===== src/rtl/counter_pkg.sv =====
// rtl/counter_pkg.sv - shared sizing helpers for the modulo digit chain
package counter_pkg;

    function automatic int digit_width(input int radix);
        int w;
        w = $clog2(radix);
        return (w < 1) ? 1 : w;
    endfunction

    // Bit offset of digit idx inside the packed count vector (digit 0 at bit 0).
    function automatic int digit_lsb(input int idx, input int dw);
        return idx * dw;
    endfunction

endpackage


===== src/rtl/counter_mod_digit.sv =====
// rtl/counter_mod_digit.sv - one modulo-RADIX digit register with load, carry and borrow
module counter_mod_digit
    import counter_pkg::*;
#(
    parameter int RADIX = 10,
    parameter int DW    = digit_width(RADIX)
) (
    input  logic          i_clk,
    input  logic          i_rst_n,
    input  logic          i_load,
    input  logic [DW-1:0] i_load_val,
    input  logic          i_carry,
    input  logic          i_borrow,
    output logic [DW-1:0] o_value,
    output logic          o_carry,
    output logic          o_borrow,
    output logic          o_load_err
);

    localparam logic [DW-1:0] DMAX = DW'(RADIX - 1);

    logic [DW-1:0] val_d;
    logic [DW-1:0] val_q;

    // Out-of-range load fields clamp to the top digit value.
    assign o_load_err = i_load & (i_load_val > DMAX);
    assign o_carry    = i_carry & (val_q == DMAX);
    assign o_borrow   = i_borrow & (val_q == '0);
    assign o_value    = val_q;

    always_comb begin
        val_d = val_q;
        if (i_load) begin
            val_d = o_load_err ? DMAX : i_load_val;
        end else if (i_carry) begin
            val_d = (val_q == DMAX) ? '0 : val_q + 1'b1;
        end else if (i_borrow) begin
            val_d = (val_q == '0) ? DMAX : val_q - 1'b1;
        end
    end

    always_ff @(posedge i_clk or negedge i_rst_n) begin
        if (!i_rst_n) begin
            val_q <= '0;
        end else begin
            val_q <= val_d;
        end
    end

endmodule


===== src/rtl/counter_mod_chain.sv =====
// rtl/counter_mod_chain.sv - multi-digit modulo up/down counter with wrap or saturate at the ends
module counter_mod_chain
    import counter_pkg::*;
#(
    parameter int DIGITS   = 4,
    parameter int RADIX    = 10,
    parameter bit SATURATE = 1'b0,
    parameter int DW       = digit_width(RADIX),
    parameter int CW       = DIGITS * DW
) (
    input  logic          i_clk,
    input  logic          i_rst_n,
    input  logic          i_load,
    input  logic [CW-1:0] i_count,
    input  logic          i_plus,
    input  logic          i_minus,
    output logic [CW-1:0] o_count,
    output logic          o_plus,
    output logic          o_minus,
    output logic          o_zero,
    output logic          o_max,
    output logic          o_err
);

    localparam logic [DW-1:0] DMAX = DW'(RADIX - 1);

    logic [DIGITS:0]   carry;
    logic [DIGITS:0]   borrow;
    logic [DIGITS-1:0] dig_max;
    logic [DIGITS-1:0] dig_err;

    logic inc_req;
    logic dec_req;
    logic sat_up;
    logic sat_dn;

    logic plus_d,  plus_q;
    logic minus_d, minus_q;
    logic err_d,   err_q;

    assign inc_req = ~i_load & i_plus & ~i_minus;
    assign dec_req = ~i_load & i_minus & ~i_plus;

    // In saturate mode a step past either end never enters the ripple at all.
    assign sat_up = SATURATE & inc_req & o_max;
    assign sat_dn = SATURATE & dec_req & o_zero;

    assign carry[0]  = inc_req & ~sat_up;
    assign borrow[0] = dec_req & ~sat_dn;

    for (genvar g = 0; g < DIGITS; g++) begin : g_digit
        localparam int LSB = digit_lsb(g, DW);

        counter_mod_digit #(
            .RADIX (RADIX),
            .DW    (DW)
        ) u_digit (
            .i_clk      (i_clk),
            .i_rst_n    (i_rst_n),
            .i_load     (i_load),
            .i_load_val (i_count[LSB +: DW]),
            .i_carry    (carry[g]),
            .i_borrow   (borrow[g]),
            .o_value    (o_count[LSB +: DW]),
            .o_carry    (carry[g+1]),
            .o_borrow   (borrow[g+1]),
            .o_load_err (dig_err[g])
        );

        assign dig_max[g] = (o_count[LSB +: DW] == DMAX);
    end

    assign o_zero = (o_count == '0);
    assign o_max  = &dig_max;

    always_comb begin
        plus_d  = carry[DIGITS] | sat_up;
        minus_d = borrow[DIGITS] | sat_dn;
        err_d   = i_load & (|dig_err);
    end

    always_ff @(posedge i_clk or negedge i_rst_n) begin
        if (!i_rst_n) begin
            plus_q  <= 1'b0;
            minus_q <= 1'b0;
            err_q   <= 1'b0;
        end else begin
            plus_q  <= plus_d;
            minus_q <= minus_d;
            err_q   <= err_d;
        end
    end

    assign o_plus  = plus_q;
    assign o_minus = minus_q;
    assign o_err   = err_q;

endmodule


===== config.mk =====
export PLATFORM = sky130hd
export DESIGN_NAME = counter_mod_chain
export DESIGN_NICKNAME = d
export VERILOG_FILES = /design/src/rtl/counter_pkg.sv /design/src/rtl/counter_mod_digit.sv /design/src/rtl/counter_mod_chain.sv
export SDC_FILE = /design/constraint.sdc
export NUM_CORES = 1
export LEC_CHECK = 0
export BUFFER_PORTS_ARGS = -buffer_cell sky130_fd_sc_hd__buf_2
export CORE_MARGIN = 2
export CORE_UTILIZATION = 27
export DETAILED_ROUTE_END_ITERATION = 16
export PLACE_DENSITY = 0.52
export SYNTH_ARGS = -nofsm -noshare
export SYNTH_HDL_FRONTEND = slang
export SYNTH_SLANG_ARGS = --single-unit

===== constraint.sdc =====
create_clock -name i_clk -period 4.2 [get_ports i_clk]
set_input_delay 0.84 -clock i_clk [delete_from_list [all_inputs] [get_ports i_clk]]
set_output_delay 0.84 -clock i_clk [all_outputs]
set_load 0.01 [all_outputs]

==> summary.md, run 1 <==
| Metric | Value |
|---|---|
| Synth top cells by count | `19 x dfrtp_1, 19 x nor2_1, 18 x o21ai_0, 13 x nand2_1` |
| Post-synth cell types | `52` |
| RSZ-0062 raised after global routing | `no` |
| Final Hold Viols | `0` |
| DP Wirelength | `3239 um` |
| Rows | `28` |
| Initial DRC Count | `74` |
| Max Fclk | `roughly 0.34 GHz` |
| Worst Skew | `0.0009408 ns` |
| Drt first pass iters | `4` |
| Skew-Pair Late Insertion Delay | `0.26 ns` |
| Post-synth EDFFs | `0` |
| First-pass GRT wire length | `7396 um` |
| Post CTS Setup Buffer Count | `0` |
| Worst Reg-to-Reg Cells | `5` |
| CTS Hold Bufs | `0` |
| Synth Warn # | `0` |
| Post-synthesis register bit count | `19` |
| Top cell type's share of synthesized area | `0.2939` |
| Reg-to-reg startpoint | `g_digit[1].u_digit.o_value[0]$_DFFE_PN0P_` |
| CP endpoint kind | `primary output` |
| Chip width | `81.41 um` |
| # port buffers | `41` |
| Top Family by Delay on Critical Path | `simple AND/OR/NAND/NOR gates` |
| Effective utilization at floorplan | `0.2765` |
| Critical path's largest stage delay | `0.79 ns` |
| Ys flop type | `dfrtp_1` |
| Vias/cell | `5.379` |
| Highest routed metal layer | `met4` |
| WL met2 | `2170 um` |
| Antenna violations before repair | `0` |
| Critical Path Slowest Stage Cell | `nor4_1` |
| Hold Crit Class | `input port to asynchronous set/reset pin` |
| Max VDD drop | `slightly below 0.1 mV` |
| Via count | `1673` |
| Worst-Margin Slew | `around 0.84 ns` |
| I/O pin count | `42` |
| Synth top area cells | `dfrtp_1 29%, o21ai_0 5.6%, nor2_1 4.4%` |
| FF/Latch Area | `between 400 and 500 um2` |
| Crit path launch type | `register` |
| Power density over the cells | `307.9 nW/um2` |
| Worst-path clk slew | `0.07 ns` |
| Gr usage total | `0.1422` |
| Die Span Y | `81.41 um` |
| TritonCTS buffer count | `3` |
| Mean post-synth cell area | `between 7 and 8 um2` |
| Async S/R FF share, synth | `1.000` |
| Worst-path fanout max | `12` |
| Final wirelength | `4423 um` |
| Post-CTS sizing | `0` |
| CTS tree | `built` |
| Setup violators final | `0` |
| Syn nets | `229` |
| Buf/Inv on CP | `1` |
| Critical Path RT | `3.36 ns` |
| Outcome | `finished clean` |
| DRT met1 WL | `2029 um` |
| # nets final | `around 260` |
| Routed len/inst | `roughly 14 um` |
| Total congestion overflow | `0` |
| Met3 wire length | `213 um` |
| Largest net degree at the start of global routing | `22` |
| Register area share after synthesis | `0.2939` |
| Remaining DRCs | `0` |
| Clock buffer depth | `2` |
| GP Congestion | `0.8524` |
| Clock root cell | `clkbuf_8` |
| Post-layout min period | `2.902 ns` |
| Max-Slew Margin vs Limit | `0.4377` |
| Final count of pins violating max slew | `0` |
| Die ar. | `6627 um2` |
| Clock sinks | `19` |
| Fill cells | `637` |
| Pre-CTS WS | `1.405 ns` |
| Reg2reg end | `g_digit[3].u_digit.o_value[3]$_DFFE_PN0P_` |
| Critical path class | `register to primary output` |
| Syn Std Cell Area | `1618 um2` |
| Vias in the first global route | `1550` |
| Fin worst setup slack | `1.298 ns` |
| Diode count | `0` |
| Fin crit share | `0.6909` |
| Mapped Cells | `208` |
| Pleak | `a little under 0.8 nW` |
| Max-Cap Viols | `0` |
| Area leader, netlist | `dfrtp_1` |
| Area growth syn-to-layout | `17.01%` |
| Pwr Total | `582.9 uW` |
| Setup TNS | `0 ns` |
| Worst-path cell chain | `nor4_1 -> nand4_1 -> nor2b_1 -> buf_2` |
| Setup slack, reg-to-reg | `1.72 ns` |
| Core Area | `5851 um2` |
| Post-route ant nets | `0` |
| CTS H-tree lvls | `1` |
| Multi-input combinational cell area | `1042 um2` |
| CP arrival | `just over 2 ns` |
| Proportion of layout cells with a drive suffix above 1 | `0.2076` |
report_power, final:
group / internal (mW) / switching (mW)
combinational: 0.0901 / 0.100
sequential: 0.203 / 0.0600
clock: 0.0660 / 0.0634
total: 0.359 / 0.224
through the flow:
step / instance area [um2] / utilization / hold slack (ns) / std cells
floorplan: 1618 / - / 0.5444 / 208
CTS: 1893 / 0.3236 / 0.5275 / 311
global placement: 1847 / 0.3157 / 0.6253 / 307
global route: 1893 / 0.3236 / 0.5523 / 311
detailed placement: 1847 / 0.3157 / 0.6485 / 307
finish: 1893 / 0.3236 / 0.5138 / 311
sequential cells by signal, summed over array words and instances (netlist names):
signal                   cells
g_digit.u_digit.o_value     16
o_err                        1
o_minus                      1
o_plus                       1
final cells by class:
| class | count | share of cell area |
|---|---|---|
| Clock buffer | 3 | 0.02181 |
| Clock inverter | 1 | 0.002644 |
| Inverter | 8 | 0.01586 |
| Multi-Input combinational cell | 164 | 0.5506 |
| Sequential cell | 19 | 0.2512 |
| Tap cell | 75 | 0.04957 |
| Timing Repair Buffer | 41 | 0.1084 |
placed cells by master (no fill, tap or decap), types with 2 or more instances in the layout:
| cell type | count |
|---|---|
| o21ai_0 | 18 |
| and2_1 | 3 |
| buf_2 | 41 |
| nand4_1 | 3 |
| o31a_1 | 2 |
| nor2_1 | 19 |
| nand3_1 | 7 |
| a31oi_1 | 3 |
| xnor2_1 | 5 |
| o221ai_1 | 2 |
| clkbuf_8 | 3 |
| mux2i_1 | 4 |
| o211ai_1 | 2 |
| o21ai_1 | 3 |
| nor4_1 | 7 |
| a211oi_1 | 2 |
| nor3_1 | 3 |
| xor2_1 | 3 |
| nor3b_1 | 3 |
| a221oi_1 | 4 |
| nor2b_1 | 4 |
| a21oi_1 | 12 |
| nand2_1 | 13 |
| o31ai_1 | 2 |
| nand4bb_1 | 2 |
| inv_1 | 7 |
| dfrtp_1 | 19 |
| o22ai_1 | 3 |
| o21a_1 | 2 |
| a22oi_1 | 5 |
| nand2b_1 | 6 |
| a2bb2oi_1 | 3 |
metal layers:
| layer | global-route usage | vias to the layer above |
|---|---|---|
| met5 | 0 | - |
| met4 | 0.04915 | 0 |
| met3 | 0.01444 | 2 |
| met2 | 0.2303 | 42 |
| met1 | 0.1958 | 799 |
| li1 | - | 830 |
worst max-delay path by stage:
| stage | from | endpoint | slack [ns] | cells past startpoint |
|---|---|---|---|---|
| after floorplan | i_load | g_digit[2].u_digit.o_value[2]$_DFFE_PN0P_ | 1.78 | 7 |
| after global placement | i_load | g_digit[2].u_digit.o_value[2]$_DFFE_PN0P_ | 1.44 | 6 |
| after detailed placement | i_load | g_digit[2].u_digit.o_value[2]$_DFFE_PN0P_ | 1.40 | 6 |
| after CTS | g_digit[1].u_digit.o_value[0]$_DFFE_PN0P_ | o_zero | 1.30 | 4 |
| after global routing | g_digit[1].u_digit.o_value[0]$_DFFE_PN0P_ | o_zero | 1.15 | 4 |
| final | g_digit[1].u_digit.o_value[0]$_DFFE_PN0P_ | o_zero | 1.30 | 4 |
logic make-up (layout without fill, tap and decap cells):
family                 count (synthesis)  in the layout  synth area share
flip-flops                            19             19            0.2939
XOR/XNOR                               8              8           0.04331
AND/OR/NAND/NOR                       81             81            0.2877
AO/OA/AOI/OAI                         70             70            0.2815
multiplexers                           5              5           0.03171
buffers and inverters                 25             53           0.06187
Note: power is estimated with default switching activity, not from simulation.
==> run 2, diff against run 1 <==
ABC_AREA = 1   (was not set)
clock period = 2.83 ns   (was 4.2 ns; I/O delays follow)
==> run 2 against run 1 <==
Clock power increased by 55%. First-iteration DRC count increased by 12%. Flip-flop and latch count unchanged. Worst setup slack got worse by 0.77 ns. Critical path depth increased by 2. Core utilization increased by 0.82 points. Non-clock buffer count unchanged. Critical endpoint is now o_max. Largest cell class unchanged. Largest power group unchanged.
==> summary.md, run 2 <==
| Metric | Value |
|---|---|
| Outcome | `finished clean` |
| Adder-Cell Fraction of Synth Area | `0` |
| Multi-input combinational cell area | `1021 um2` |
| Skew-Pair Late Insertion Delay | `0.26 ns` |
| Total congestion overflow | `0` |
| Most frequent cell after synthesis | `nand2_1` |
| Max VDD drop | `0.1691 mV` |
| Critical path's largest stage delay | `0.45 ns` |
| Initial DRC Count | `83` |
| GR met3 Demand/Resource | `0.02500` |
| Largest family of logic cells by synthesized area | `simple AND/OR/NAND/NOR gates` |
| DP Wirelength | `3600 um` |
| Proportion of layout cells with a drive suffix above 1 | `0.2434` |
| Logic pwr share | `0.384` |
| Pwr Total | `925.8 uW` |
| Clock root cell | `clkbuf_8` |
| Flop pwr share | `0.400` |
| Async S/R FF share, synth | `1.000` |
| Die Span Y | `a little over 80 um` |
| # port buffers | `41` |
| Setup violators final | `0` |
| Pint | `542.7 uW` |
| Effective utilization at floorplan | `0.2794` |
| Non-Filler Instances | `~380` |
| Net switching power | `383.1 uW` |
| Worst-path cell chain | `inv_2 -> nand2_1 -> nor2_2 -> inv_1 -> nor4_1 -> buf_2` |
| Synth top cells by count | `63 x nand2_1, 45 x nor2_1, 28 x inv_1, 24 x nand3_1, 19 x dfrtp_1` |
| Max Fclk | `approximately 0.44 GHz` |
| Drt first pass iters | `4` |
| Max-Slew Margin vs Limit | `0.6878` |
| Syn nets | `about 280` |
| Max-Cap Viols | `0` |
| Chip width | `82.51 um` |
| CTS tree | `built` |
| Area leader, netlist | `dfrtp_1` |
| Post-CTS sizing | `0` |
| Gr usage total | `0.1469` |
| Remaining DRCs | `0` |
| Register area share after synthesis | `0.2857` |
| Crit path launch type | `register` |
| Hold Crit Class | `input port to asynchronous set/reset pin` |
| Post-layout min period | `2.298 ns` |
| Routing usage on met1 | `0.1973` |
| Power density over the cells | `468.6 nW/um2` |
| Critical Path Slowest Stage Cell | `dfrtp_1` |
| Fin crit share | `0.8120` |
| Rows | `28` |
| Post-route ant nets | `0` |
| Commonest non-fill, non-tap cell in the layout | `nand2_1` |
| Fraction of synthesized cell area in xor and xnor cells | `0.01579` |
| Worst-path fanout max | `6` |
| RSZ-0062 raised after global routing | `no` |
| CP arrival | `roughly 1.7 ns` |
| CTS H-tree lvls | `1` |
| Synthesized-area fraction occupied by and/or/nand/nor cells | `0.4609` |
| Setup slack, reg-to-reg | `1.25 ns` |
| Ys flop type | `dfrtp_1` |
| Post-synth EDFFs | `0` |
| Worst-path clk slew | `0.08 ns` |
| Max reg flops | `16` |
| Post CTS Setup Buffer Count | `0` |
| Synth Area in Compound Gates | `0.1368` |
| TritonCTS buffer count | `3` |
| First-pass GRT wire length | `7693 um` |
| I/O pin count | `42` |
| Clock Power Share | `0.216` |
| Vias in the first global route | `1665` |
| Vias/cell | `4.704` |
| Antenna violations before repair | `0` |
| Diode count | `0` |
| Placed cells | `375` |
| CTS Hold Bufs | `0` |
| CP endpoint kind | `primary output` |
| FF/Latch Area | `475.5 um2` |
| Synth top area cells | `dfrtp_1 29%, nand2_1 14%, nor2_1 10%` |
| Via count | `1783` |
| Worst Skew | `0.005603 ns` |
| Area growth syn-to-layout | `18.72%` |
| Fill cells | `692` |
| Final count of pins violating max slew | `0` |
| Final wirelength | `4537 um` |
| Met2 GRT Util | `0.2435` |
| Post-synthesis register bit count | `19` |
| Mapped Cells | `263` |
| Post-synth cell types | `31` |
| # nets final | `around 330` |
| Final Hold Viols | `0` |
| Multiplexer share of the synthesized area | `0` |
| Largest net degree at the start of global routing | `23` |
| Clock sinks | `19` |
| Core Area | `5956 um2` |
| Worst-Margin Slew | `0.4684 ns` |
| Setup TNS | `0 ns` |
| Routed len/inst | `11.97 um` |
| Syn Std Cell Area | `between 1500 and 2000 um2` |
| GP Congestion | `approximately 0.9` |
| Commonest non-fill, non-tap cells in the layout | `63 x nand2_1, 45 x nor2_1, 41 x buf_2` |
| Die ar. | `6807 um2` |
| Most used routing layer | `met2` |
| Pleak | `1.008 nW` |
| Mean post-synth cell area | `6.327 um2` |
| Clock buffer depth | `2` |
| Switch share | `0.4138` |
| Top cell type's share of synthesized area | `0.2857` |
| Synth Warn # | `0` |
| Critical path class | `register to primary output` |
| Critical Path RT | `2.26 ns` |
## run 2: changes by cell type after synthesis, moves of 5 or more
| cell | previous run | this run |
|---|---|---|
| nor4_1 | 7 | 2 |
| nor2_2 | 0 | 5 |
| nand3_1 | 7 | 24 |
| inv_2 | 0 | 8 |
| clkbuf_1 | 12 | 0 |
| nand2_2 | 0 | 7 |
| nand2b_1 | 6 | 0 |
| nand2_1 | 13 | 63 |
| inv_1 | 7 | 28 |
| nor2_1 | 19 | 45 |
| o21ai_0 | 18 | 10 |
## run 2: worst max-delay path: cells and delay by family, from the launching register on
kind / cells / cell delay, ns
buffers and inverters: 3 / 0.40
and+or+nand+nor: 3 / 0.62
DFF: 1 / 0.45
## run 2: area by class of cell
cell class              instances  area share
flip-flops and latches         19      0.2407
repair buffers                 41      0.1039
clock buffers                   4     0.02280
multi-input cells             204      0.5168
well taps                      75     0.04750
inverters                      36     0.06840
## run 2: worst paths after layout
kind,from,to,cells past startpoint
max reg2reg,g_digit[2].u_digit.o_value[0]$_DFFE_PN0P_,g_digit[3].u_digit.o_value[3]$_DFFE_PN0P_,8
min in group i_clk,i_count[5],g_digit[1].u_digit.o_value[1]$_DFFE_PN0P_,3
max,g_digit[2].u_digit.o_value[2]$_DFFE_PN0P_,o_max,6
max in group asynchronous,i_rst_n,g_digit[0].u_digit.o_value[3]$_DFFE_PN0P_,1
min reg2reg,g_digit[1].u_digit.o_value[0]$_DFFE_PN0P_,g_digit[1].u_digit.o_value[0]$_DFFE_PN0P_,2
min,i_rst_n,g_digit[3].u_digit.o_value[3]$_DFFE_PN0P_,1
## run 2: per-layer routing
metal  wire length [um]  share of wire
met2               2168           0.48
met1               2111           0.47
met4                 43         0.0095
met5                  0              0
met3                214          0.047
## run 2: kinds of logic (layout without fill, tap and decap cells)
| kind of cell | count (synthesis) | count (layout) |
|---|---|---|
| buf+inv | 40 | 81 |
| simple gates | 163 | 163 |
| flops | 19 | 19 |
| compound gates | 38 | 38 |
| xor+xnor | 3 | 3 |
## run 2: power groups by stage
stage / Combinational [mW] / Sequential [mW] / Clock [mW]
CTS: 0.360 / 0.370 / 0.204
detailed placement: 0.358 / 0.375 / 0
floorplan: 0.239 / 0.381 / 0
global route: 0.411 / 0.380 / 0.219
global placement: 0.361 / 0.377 / 0
finish: 0.356 / 0.370 / 0.200
## run 2: per-stage QoR
stage,area (um2),setup slack (ns),hold slack (ns),util
4_1_cts,1976,0.4901,0.2649,0.3317
3_3_place_gp,1931,0.7733,0.5638,0.3242
6_report,1976,0.5320,0.2489,0.3317
5_1_grt,1976,0.3705,0.2790,0.3317
3_5_place_dp,1931,0.7202,0.5516,0.3242
2_1_floorplan,1664,0.9869,0.2704,-
